`src/rtl/keypad_scan_fifo.sv`:
```
// ROWS x COLS matrix keypad scanner: frame debounce, key encoding and a show-ahead key FIFO.
// Define KEYPAD_AUTOREPEAT_EN to re-push a held key after REPEAT_DELAY frames, then every REPEAT_RATE.
module keypad_scan_fifo #(
  parameter int unsigned ROWS         = 4,
  parameter int unsigned COLS         = 4,
  parameter int unsigned KEY_W        = 4,
  parameter int unsigned SCAN_DIV     = 50000,
  parameter int unsigned DEBOUNCE     = 4,
  parameter int unsigned FIFO_DEPTH   = 8,
  parameter int unsigned REPEAT_DELAY = 30,
  parameter int unsigned REPEAT_RATE  = 8
) (
  input  logic                          clk,
  input  logic                          rst,
  input  logic [ROWS-1:0]               row,
  output logic [COLS-1:0]               col,
  output logic [KEY_W-1:0]              key_code,
  output logic                          key_valid,
  input  logic                          key_ready,
  output logic [$clog2(FIFO_DEPTH):0]   fifo_count,
  output logic                          overflow,
  input  logic                          ovf_clr
);

  localparam int unsigned CW  = $clog2(COLS);
  localparam int unsigned DW  = $clog2(SCAN_DIV);
  localparam int unsigned RW  = (ROWS > 1) ? $clog2(ROWS) : 1;
  localparam int unsigned BW  = $clog2(DEBOUNCE + 1);
  localparam int unsigned AW  = $clog2(FIFO_DEPTH);
  localparam int unsigned CNW = AW + 1;

  typedef enum logic [1:0] {ResNone, ResKey, ResMulti} res_e;

  logic [ROWS-1:0]  row_s1, row_s2;
  logic [CW-1:0]    col_idx_q;
  logic [DW-1:0]    dwell_q;
  logic             dwell_end, frame_end;
  logic [1:0]       frm_hits_q, col_hits, sum_hits;
  logic [KEY_W-1:0] frm_key_q, col_key, sum_key;
  logic [RW-1:0]    col_row;
  logic [2:0]       hit_sum;
  res_e             res_kind, prev_kind_q, prev_kind_d, stb_kind_q, stb_kind_d;
  logic [KEY_W-1:0] res_key, prev_key_q, prev_key_d, stb_key_q, stb_key_d;
  logic [BW-1:0]    db_cnt_q, db_cnt_d;
  logic             changed, push_q, push_d;
  logic [KEY_W-1:0] push_key_q, push_key_d;
  logic [KEY_W-1:0] mem [FIFO_DEPTH];
  logic [AW-1:0]    wr_ptr_q, wr_ptr_d, rd_ptr_q, rd_ptr_d;
  logic [CNW-1:0]   cnt_q, cnt_d;
  logic [KEY_W-1:0] head_q, head_d;
  logic             ovf_q, ovf_d, full, pop, wr_en;

`ifdef KEYPAD_AUTOREPEAT_EN
  localparam int unsigned RPMAX = (REPEAT_DELAY > REPEAT_RATE) ? REPEAT_DELAY : REPEAT_RATE;
  localparam int unsigned RPW   = $clog2(RPMAX + 1);
  logic [RPW-1:0] rep_q, rep_d;
`else
  logic unused_repeat_params;
  assign unused_repeat_params = ^{REPEAT_DELAY[0], REPEAT_RATE[0]};
`endif

  assign dwell_end = (dwell_q == DW'(SCAN_DIV - 1));
  assign frame_end = dwell_end && (col_idx_q == CW'(COLS - 1));
  assign col       = ~(COLS'(1) << col_idx_q);

  // Low rows seen in the current column, folded into the running frame tally.
  always_comb begin
    col_hits = 2'd0;
    col_row  = '0;
    for (int r = 0; r < ROWS; r++) begin
      if (!row_s2[r]) begin
        if (col_hits != 2'd2) col_hits = col_hits + 2'd1;
        col_row = RW'(r);
      end
    end
    col_key  = KEY_W'(32'(col_row) * COLS + 32'(col_idx_q));
    hit_sum  = {1'b0, frm_hits_q} + {1'b0, col_hits};
    sum_hits = (hit_sum > 3'd2) ? 2'd2 : hit_sum[1:0];
    sum_key  = (col_hits == 2'd1) ? col_key : frm_key_q;
    res_kind = (sum_hits == 2'd0) ? ResNone : (sum_hits == 2'd1) ? ResKey : ResMulti;
    res_key  = (sum_hits == 2'd1) ? sum_key : '0;
  end

  always_comb begin
    prev_kind_d = prev_kind_q;
    prev_key_d  = prev_key_q;
    db_cnt_d    = db_cnt_q;
    stb_kind_d  = stb_kind_q;
    stb_key_d   = stb_key_q;
    push_d      = 1'b0;
    push_key_d  = push_key_q;
    changed     = 1'b0;
`ifdef KEYPAD_AUTOREPEAT_EN
    rep_d       = rep_q;
`endif
    if (frame_end) begin
      prev_kind_d = res_kind;
      prev_key_d  = res_key;
      if (res_kind == prev_kind_q && res_key == prev_key_q) begin
        db_cnt_d = (db_cnt_q == BW'(DEBOUNCE)) ? db_cnt_q : db_cnt_q + BW'(1);
      end else begin
        db_cnt_d = BW'(1);
      end
      changed = (db_cnt_d == BW'(DEBOUNCE)) &&
                !(res_kind == stb_kind_q && res_key == stb_key_q);
      if (changed) begin
        stb_kind_d = res_kind;
        stb_key_d  = res_key;
        if (res_kind == ResKey) begin
          push_d     = 1'b1;
          push_key_d = res_key;
        end
      end
`ifdef KEYPAD_AUTOREPEAT_EN
      if (changed) begin
        rep_d = RPW'(REPEAT_DELAY);
      end else if (stb_kind_q == ResKey) begin
        if (rep_q <= RPW'(1)) begin
          push_d     = 1'b1;
          push_key_d = stb_key_q;
          rep_d      = RPW'(REPEAT_RATE);
        end else begin
          rep_d = rep_q - RPW'(1);
        end
      end
`endif
    end
  end

  assign full  = (cnt_q == CNW'(FIFO_DEPTH));
  assign pop   = (cnt_q != '0) && key_ready;
  // A push into a full FIFO still lands when the head leaves in the same cycle.
  assign wr_en = push_q && (!full || pop);

  always_comb begin
    rd_ptr_d = pop ? rd_ptr_q + AW'(1) : rd_ptr_q;
    wr_ptr_d = wr_en ? wr_ptr_q + AW'(1) : wr_ptr_q;
    cnt_d    = cnt_q;
    head_d   = head_q;
    ovf_d    = ovf_q;
    case ({wr_en, pop})
      2'b10:   cnt_d = cnt_q + CNW'(1);
      2'b01:   cnt_d = cnt_q - CNW'(1);
      default: cnt_d = cnt_q;
    endcase
    if (cnt_d != '0) begin
      head_d = (wr_en && wr_ptr_q == rd_ptr_d) ? push_key_q : mem[rd_ptr_d];
    end
    if (ovf_clr) ovf_d = 1'b0;
    if (push_q && full && !pop) ovf_d = 1'b1;
  end

  always_ff @(posedge clk) begin
    if (wr_en) mem[wr_ptr_q] <= push_key_q;
  end

  always_ff @(posedge clk or posedge rst) begin
    if (rst) begin
      row_s1      <= '1;
      row_s2      <= '1;
      col_idx_q   <= '0;
      dwell_q     <= '0;
      frm_hits_q  <= '0;
      frm_key_q   <= '0;
      prev_kind_q <= ResNone;
      prev_key_q  <= '0;
      db_cnt_q    <= '0;
      stb_kind_q  <= ResNone;
      stb_key_q   <= '0;
      push_q      <= 1'b0;
      push_key_q  <= '0;
      wr_ptr_q    <= '0;
      rd_ptr_q    <= '0;
      cnt_q       <= '0;
      head_q      <= '0;
      ovf_q       <= 1'b0;
`ifdef KEYPAD_AUTOREPEAT_EN
      rep_q       <= '0;
`endif
    end else begin
      row_s1 <= row;
      row_s2 <= row_s1;
      if (dwell_end) begin
        dwell_q    <= '0;
        col_idx_q  <= frame_end ? '0 : col_idx_q + CW'(1);
        frm_hits_q <= frame_end ? 2'd0 : sum_hits;
        frm_key_q  <= frame_end ? '0 : sum_key;
      end else begin
        dwell_q <= dwell_q + DW'(1);
      end
      prev_kind_q <= prev_kind_d;
      prev_key_q  <= prev_key_d;
      db_cnt_q    <= db_cnt_d;
      stb_kind_q  <= stb_kind_d;
      stb_key_q   <= stb_key_d;
      push_q      <= push_d;
      push_key_q  <= push_key_d;
      wr_ptr_q    <= wr_ptr_d;
      rd_ptr_q    <= rd_ptr_d;
      cnt_q       <= cnt_d;
      head_q      <= head_d;
      ovf_q       <= ovf_d;
`ifdef KEYPAD_AUTOREPEAT_EN
      rep_q       <= rep_d;
`endif
    end
  end

  assign key_code   = head_q;
  assign key_valid  = (cnt_q != '0);
  assign fifo_count = cnt_q;
  assign overflow   = ovf_q;

endmodule

```
`config.mk`:
```
export PLATFORM = sky130hd
export DESIGN_NAME = keypad_scan_fifo
export DESIGN_NICKNAME = d
export VERILOG_FILES = /design/src/rtl/keypad_scan_fifo.sv
export SDC_FILE = /design/constraint.sdc
export NUM_CORES = 1
export LEC_CHECK = 0
export CAP_MARGIN = 20
export CORE_MARGIN = 2
export CORE_UTILIZATION = 55
export DETAILED_ROUTE_END_ITERATION = 10
export PLACE_DENSITY = 0.88
export SLEW_MARGIN = 20
export SYNTH_ARGS = -nofsm -noshare
export SYNTH_HDL_FRONTEND = slang
export SYNTH_SLANG_ARGS = --single-unit
```
`constraint.sdc`:
```
create_clock -name clk -period 3.7 [get_ports clk]
set_input_delay 0.555 -clock clk [delete_from_list [all_inputs] [get_ports clk]]
set_output_delay 0.555 -clock clk [all_outputs]
set_load 0.05 [all_outputs]
```
Yosys cells after proc, flatten, opt, wreduce, memory -nomap -nowiden
Memory sizes are Yosys's and may differ from the RTL's. A register that Yosys moved wholly into a read port is not among the register bits.
Index checks and enable logic that the tools add are counted.
{"block": "totals", "register_bits": 63, "latch_bits": 0, "ram_bits": 32, "mem_bits_ro": 0, "in_bits": 8, "memories": 1}
{"block": "classes", "addsub": 12, "mul": 0, "n_div": 0, "magnitude_cmp": 1, "eq_ne": 17, "n_shift": 1, "n_mux": 31, "bitwise": 1, "n_reduce_logical": 18}
{"memory": "mem", "words": 8, "width": 4, "read_ports": 1, "rd_ports_with_merged_regs": 1, "write_ports": 1, "line": "47", "source": "logic [KEY_W-1:0] mem [FIFO_DEPTH];"}
{"cell": "two-way mux 2 bit", "n": 13}
{"cell": "adder 16 x 1 -> 16 bit (second input constant)", "n": 1}
{"cell": "== test 16 bit (second input constant)", "n": 1}
{"cell": "two-way mux 16 bit", "n": 1}
{"cell": "two-way mux 3 bit", "n": 4}
{"cell": "two-way mux 4 bit", "n": 3}
{"cell": "adder 3 x 1 -> 3 bit (second input constant)", "n": 3}
{"cell": "two-way mux 1 bit", "n": 9}
{"cell": "adder 2 x 1 -> 2 bit (second input constant)", "n": 4}
{"cell": "== test 2 x 1 -> 1 bit (second input constant)", "n": 4}
{"cell": "== test 4 bit", "n": 2}
{"cell": "logical AND 1 bit", "n": 8}
{"cell": "one-hot mux 4 bit (2 select lines)", "n": 1}
{"cell": "nonzero test 4 bit", "n": 2}
{"cell": "== test 3 bit (second input constant)", "n": 2}
{"cell": "!= test 2 bit (second input constant)", "n": 3}
{"cell": "adder 4 x 1 -> 4 bit (second input constant)", "n": 1}
{"cell": "adder 4 x 2 -> 4 bit", "n": 1}
{"cell": "== test 2 bit", "n": 2}
{"cell": "== test 2 bit (second input constant)", "n": 2}
{"cell": "== test 4 bit (second input constant)", "n": 1}
{"cell": "NOT 4 bit", "n": 1}
{"cell": "<< shifter 1 x 2 -> 4 bit (first input constant)", "n": 1}
{"cell": "subtractor 4 x 1 -> 4 bit (second input constant)", "n": 1}
{"cell": "8 further kinds", "n": 10}

Longest topological paths before layout
{"block": "depth", "word_depth": 24, "ltp_mapped": 16, "ltp_nobuf": 16}

Worst setup path after synthesis
OpenSTA, ideal clock, no wires.
{"block": "synth_path", "path_kind": "register to register", "from": "register row_s2[0]", "to": "register push_key_q[1]", "setup_ns": 0.128, "t_arrival_ns": 3.863, "slack_ns": -0.291, "path_stages_with_launch": 17, "cell_sequence": "dfstp_2 -> inv_1 -> ha_1 -> mux2i_1 -> ha_1 -> nor2_1 -> a21oi_1 -> ha_1 -> inv_1 -> fa_1 -> and3_1 -> o311ai_1 -> xnor2_1 -> or4_4 -> nor4_4 -> nand3_2 -> mux2_1"}
{"block": "synth_between", "elab_chain_cells": 23, "word_cells_on_any_way": 36, "cone_classes": "add/sub (4); order compare (1); eq/ne (11); mux (14); reduce/logical (6)"}
{"element": "from (decl)", "line": "34", "source": "logic [ROWS-1:0] row_s1, row_s2;"}
{"element": "from (signal assigned)", "line": "182", "source": "row_s2 <= row_s1;"}
{"element": "two-way mux 1 bit (*)", "line": "71", "source": "if (!row_s2[r]) begin"}
{"element": "adder 2 x 1 -> 2 bit or != test 2 bit (tied branches)", "line": "72", "source": "if (col_hits != 2'd2) col_hits = col_hits + 2'd1;"}
{"element": "two-way mux 2 bit", "line": "72"}
{"element": "two-way mux 2 bit (*)", "line": "71"}
{"element": "adder 2 x 1 -> 2 bit or != test 2 bit (tied branches)", "line": "72"}
{"element": "two-way mux 2 bit", "line": "72"}
{"element": "two-way mux 2 bit (*)", "line": "71"}
{"element": "adder 2 x 1 -> 2 bit or != test 2 bit (tied branches)", "line": "72"}
{"element": "[... 6 more ...]"}
{"element": "two-way mux 2 bit (2 in series)", "line": "80", "source": "res_kind = (sum_hits == 2'd0) ? ResNone : (sum_hits == 2'd1) ? ResKey : ResMulti;"}
{"element": "== test 2 bit", "line": "99", "source": "if (res_kind == prev_kind_q && res_key == prev_key_q) begin"}
{"element": "logical AND 1 bit", "line": "99"}
{"element": "two-way mux 3 bit", "line": "99"}
{"element": "two-way mux 3 bit", "line": "96", "source": "if (frame_end) begin"}
{"element": "== test 3 bit", "line": "104", "source": "changed = (db_cnt_d == BW'(DEBOUNCE)) &&"}
{"element": "logical AND 1 bit", "line": "104"}
{"element": "AND reduction 3 bit (no line)"}
{"element": "to (signal assigned)", "line": "197", "source": "push_key_q <= push_key_d;"}
{"element": "to (decl)", "line": "46", "source": "logic [KEY_W-1:0] push_key_q, push_key_d;"}
Every way passes the cells marked *; elsewhere a longest branch is shown, timed or not. The select of a mux whose other input is x is not followed.
A chain may end at the register's enable or synchronous reset.

Worst setup path in the final report
Same ends and word-level chain as after synthesis.

==> results <==
-- logic make-up (layout without fill, tap and decap cells) --
kind of cell,Yosys count,in the layout,share of synthesized area (%)
AO/OA/AOI/OAI,62,62,8.623
XOR/XNOR,29,29,5.030
adder cells (fa/ha/maj),18,18,4.757
buffers and inverters,41,101,3.196
flip-flops,99,99,52.43
multiplexers,50,50,10.85
AND/OR/NAND/NOR,146,146,15.11
-- cell usage after synthesis (9+ instances only) --
master	number	area [sq um]
a21oi_1	16	80.08
a221oi_1	9	78.83
dfrtp_1	59	1476
edfxtp_1	32	960.9
ha_1	16	200.2
inv_1	26	97.59
mux2_2	12	135.1
mux2i_1	30	300.3
nand2_1	49	183.9
nand3_1	14	70.07
nor2_1	31	116.4
o21ai_0	10	50.05
xnor2_1	15	131.4
xor2_1	14	122.6
-- registers in the layout, indices dropped and copies added (netlist names), 4 cells and up --
signal,count
dwell_q,16
fifo_count,4
frm_key_q,4
key_code,4
mem,32
prev_key_q,4
push_key_q,4
row_s1,4
row_s2,4
stb_key_q,4
-- worst min path at each step --
stage                             start                   to  slack [ns]  cells after the start
floorplan           row_s1[0]$_DFF_PP1_  row_s2[0]$_DFF_PP1_        0.35                      0
global placement    row_s1[1]$_DFF_PP1_  row_s2[1]$_DFF_PP1_        0.35                      0
detailed placement  row_s1[0]$_DFF_PP1_  row_s2[0]$_DFF_PP1_        0.35                      0
CTS                 row_s1[0]$_DFF_PP1_  row_s2[0]$_DFF_PP1_        0.36                      0
global route        row_s1[1]$_DFF_PP1_  row_s2[1]$_DFF_PP1_        0.37                      0
finish              row_s1[0]$_DFF_PP1_  row_s2[0]$_DFF_PP1_        0.36                      0
-- worst max-delay path, cell delays in order (launching register included) --
cell and delay, ns:
dfstp_2 0.55, inv_2 0.05, ha_4 0.24, mux2i_4 0.15, ha_2 0.20, nor2_1 0.04, a21oi_1 0.14, ha_2 0.19
inv_2 0.03, fa_2 0.55, and3_4 0.20, o311ai_4 0.10, xnor2_1 0.14, or4_4 0.45, nor4_4 0.23, nand3_2 0.19
mux2_1 0.35
-- repair_timing --
action | 4_1_cts | 5_1_grt
pin swaps | 9 | 4
buffers inserted | 3 | 2
endpoints found under the setup margin | 13 | 14
gates resized for setup | 16 | 5
gates cloned | 0 | 0
-- area by class of cell --
cell class                      instances  share of cell area (%)
Clock inverter                          6                   1.093
Tap cell                              108                   2.270
Clock buffer                           10                   2.144
Inverter                               27                   1.703
Multi-Input combinational cell        305                   39.86
Timing Repair Buffer                   58                   8.388
Sequential cell                        99                   44.54
-- per-stage QoR --
stage / area, sq um / setup WS [ns] / cells
after floorplan: 5110 / -0.1082 / 445
after global placement: 5635 / -0.1335 / 592
after detailed placement: 5635 / -0.3371 / 592
after CTS: 5913 / -0.2872 / 611
after global routing: 5952 / -0.4060 / 613
final: 5952 / -0.2294 / 613
-- where the power goes --
group          internal (mW)  switching (mW)  total (mW)
logic                 0.0601          0.0665       0.127
clock network          0.314           0.368       0.682
registers               1.13         0.00363        1.14
total                   1.51           0.438        1.94
-- routing by layer --
layer	vias to the layer above	wire length, um
met4	0	241
met2	114	5469
li1	1706	-
met3	27	472
met5	-	0
met1	1793	4559
==> out/results.ini <==
[run_status]
status=finished, violations left
violations=setup timing

[logic_synthesis]
ys_types=61
synthCells=445
yosysWarnings=0
synth-seq-cells=99
ys_seq_area_share_pct=52.43
synth_fp_nets=471
syn_area_sq_um=5050
synthFlopType=dfrtp_1
synth-edff-count=32
synth_area_per_cell_sq_um=11.35
synthArstFlopShare_pct=67.68

[worst_setup_path]
r2r-start=row_s2[0]$_DFF_PP1_
critPathLaunch=row_s2[0]$_DFF_PP1_
r2r-end=push_key_q[1]$_DFFE_PP0P_
cp-endpoint=push_key_q[1]$_DFFE_PP0P_
worstSetupStartpointType=flip-flop
reg2reg_slack_ns=-0.23
reg2regPathDepth=16
arrival_ns=4.18
crit_required_ns=3.95
path_class=reg -> reg
endpoint_kind=flip-flop
cp_max_fo=4

[drt]
via_count=3640
routed_wl_um=10740
wl_per_cell_um=17.53
route.detailed.drc=0
vias_per_cell=5.938
drtPass1Iterations=5
drt_first_iter_violations=226
antenna_left=0

[sta]
period_share_pct=106.2
final_max_slew_viol_count=0
rsz0062_at_grt=yes
slew_headroom_pct=51.84
final_hold_viol_count=0
timing.fmax_mhz=254.5
finalSetupTns_ns=-2.216
whs_ns=0.3593
finalSetupViolations=13
setup_ws_ns=-0.2294
worst_pin_slew_ns=0.7198
finClkSkew_ns=0.01189
min_period_ns=3.929

[power]
p_total_mw=1.944
pwr_density_cell_nw_per_um2=326.6
power.leakage_nw=2.588
ir_drop_v=0.0002734

[layout]
multi_input_area_sq_um=2372
drive_above_1_share_pct=21.58
nNetsFinal=526
antennaDiodeCount=0
utilization_pct=67.59
ff_latch_area_sq_um=2651
area_growth_pct=17.86
final_cell_mix=56 x dfrtp_1, 48 x nand2_1, 34 x buf_4
mostFrequentLayoutCell=dfrtp_1
nFillCells=609

[floorplan]
core_area_sq_um=8806
initial_utilization_pct=57.35
ios=22
rows=34
dieArea_sq_um=9964
die_h_um=99.82
fp.dieW_um=99.82

[run]
max_cap_violations=0

[global_routing]
grt_usage_pct=22.65
grt_pass1_vias=3685
use_met1_pct=28.18
grt_pass1_wl_um=17670
grtUsageMet3_pct=4.526
met2_usage_pct=39.29
antenna_found_initial=0
busiest_layer=met2
grt_start_max_net_pins=44
globalRoute.totalOverflow=0

[placement]
place.gp.congestion=0.9114
port_buffers=21
post-dp-hpwl_um=7542

[clock_network]
cts.sinks=99
cts_tree=built
clock_path_buffers=2
htree_levels=3
ctsHoldBuffers=0
cts.clk_slew.worst_paths_ns=0.09
clock_latency_ns=0.37
numCtsBuffers=9
cts_root_buf=clkbuf_8

[worst_hold_path]
hold_path_class=reg -> reg

Note: power is estimated with default switching activity, not from simulation.
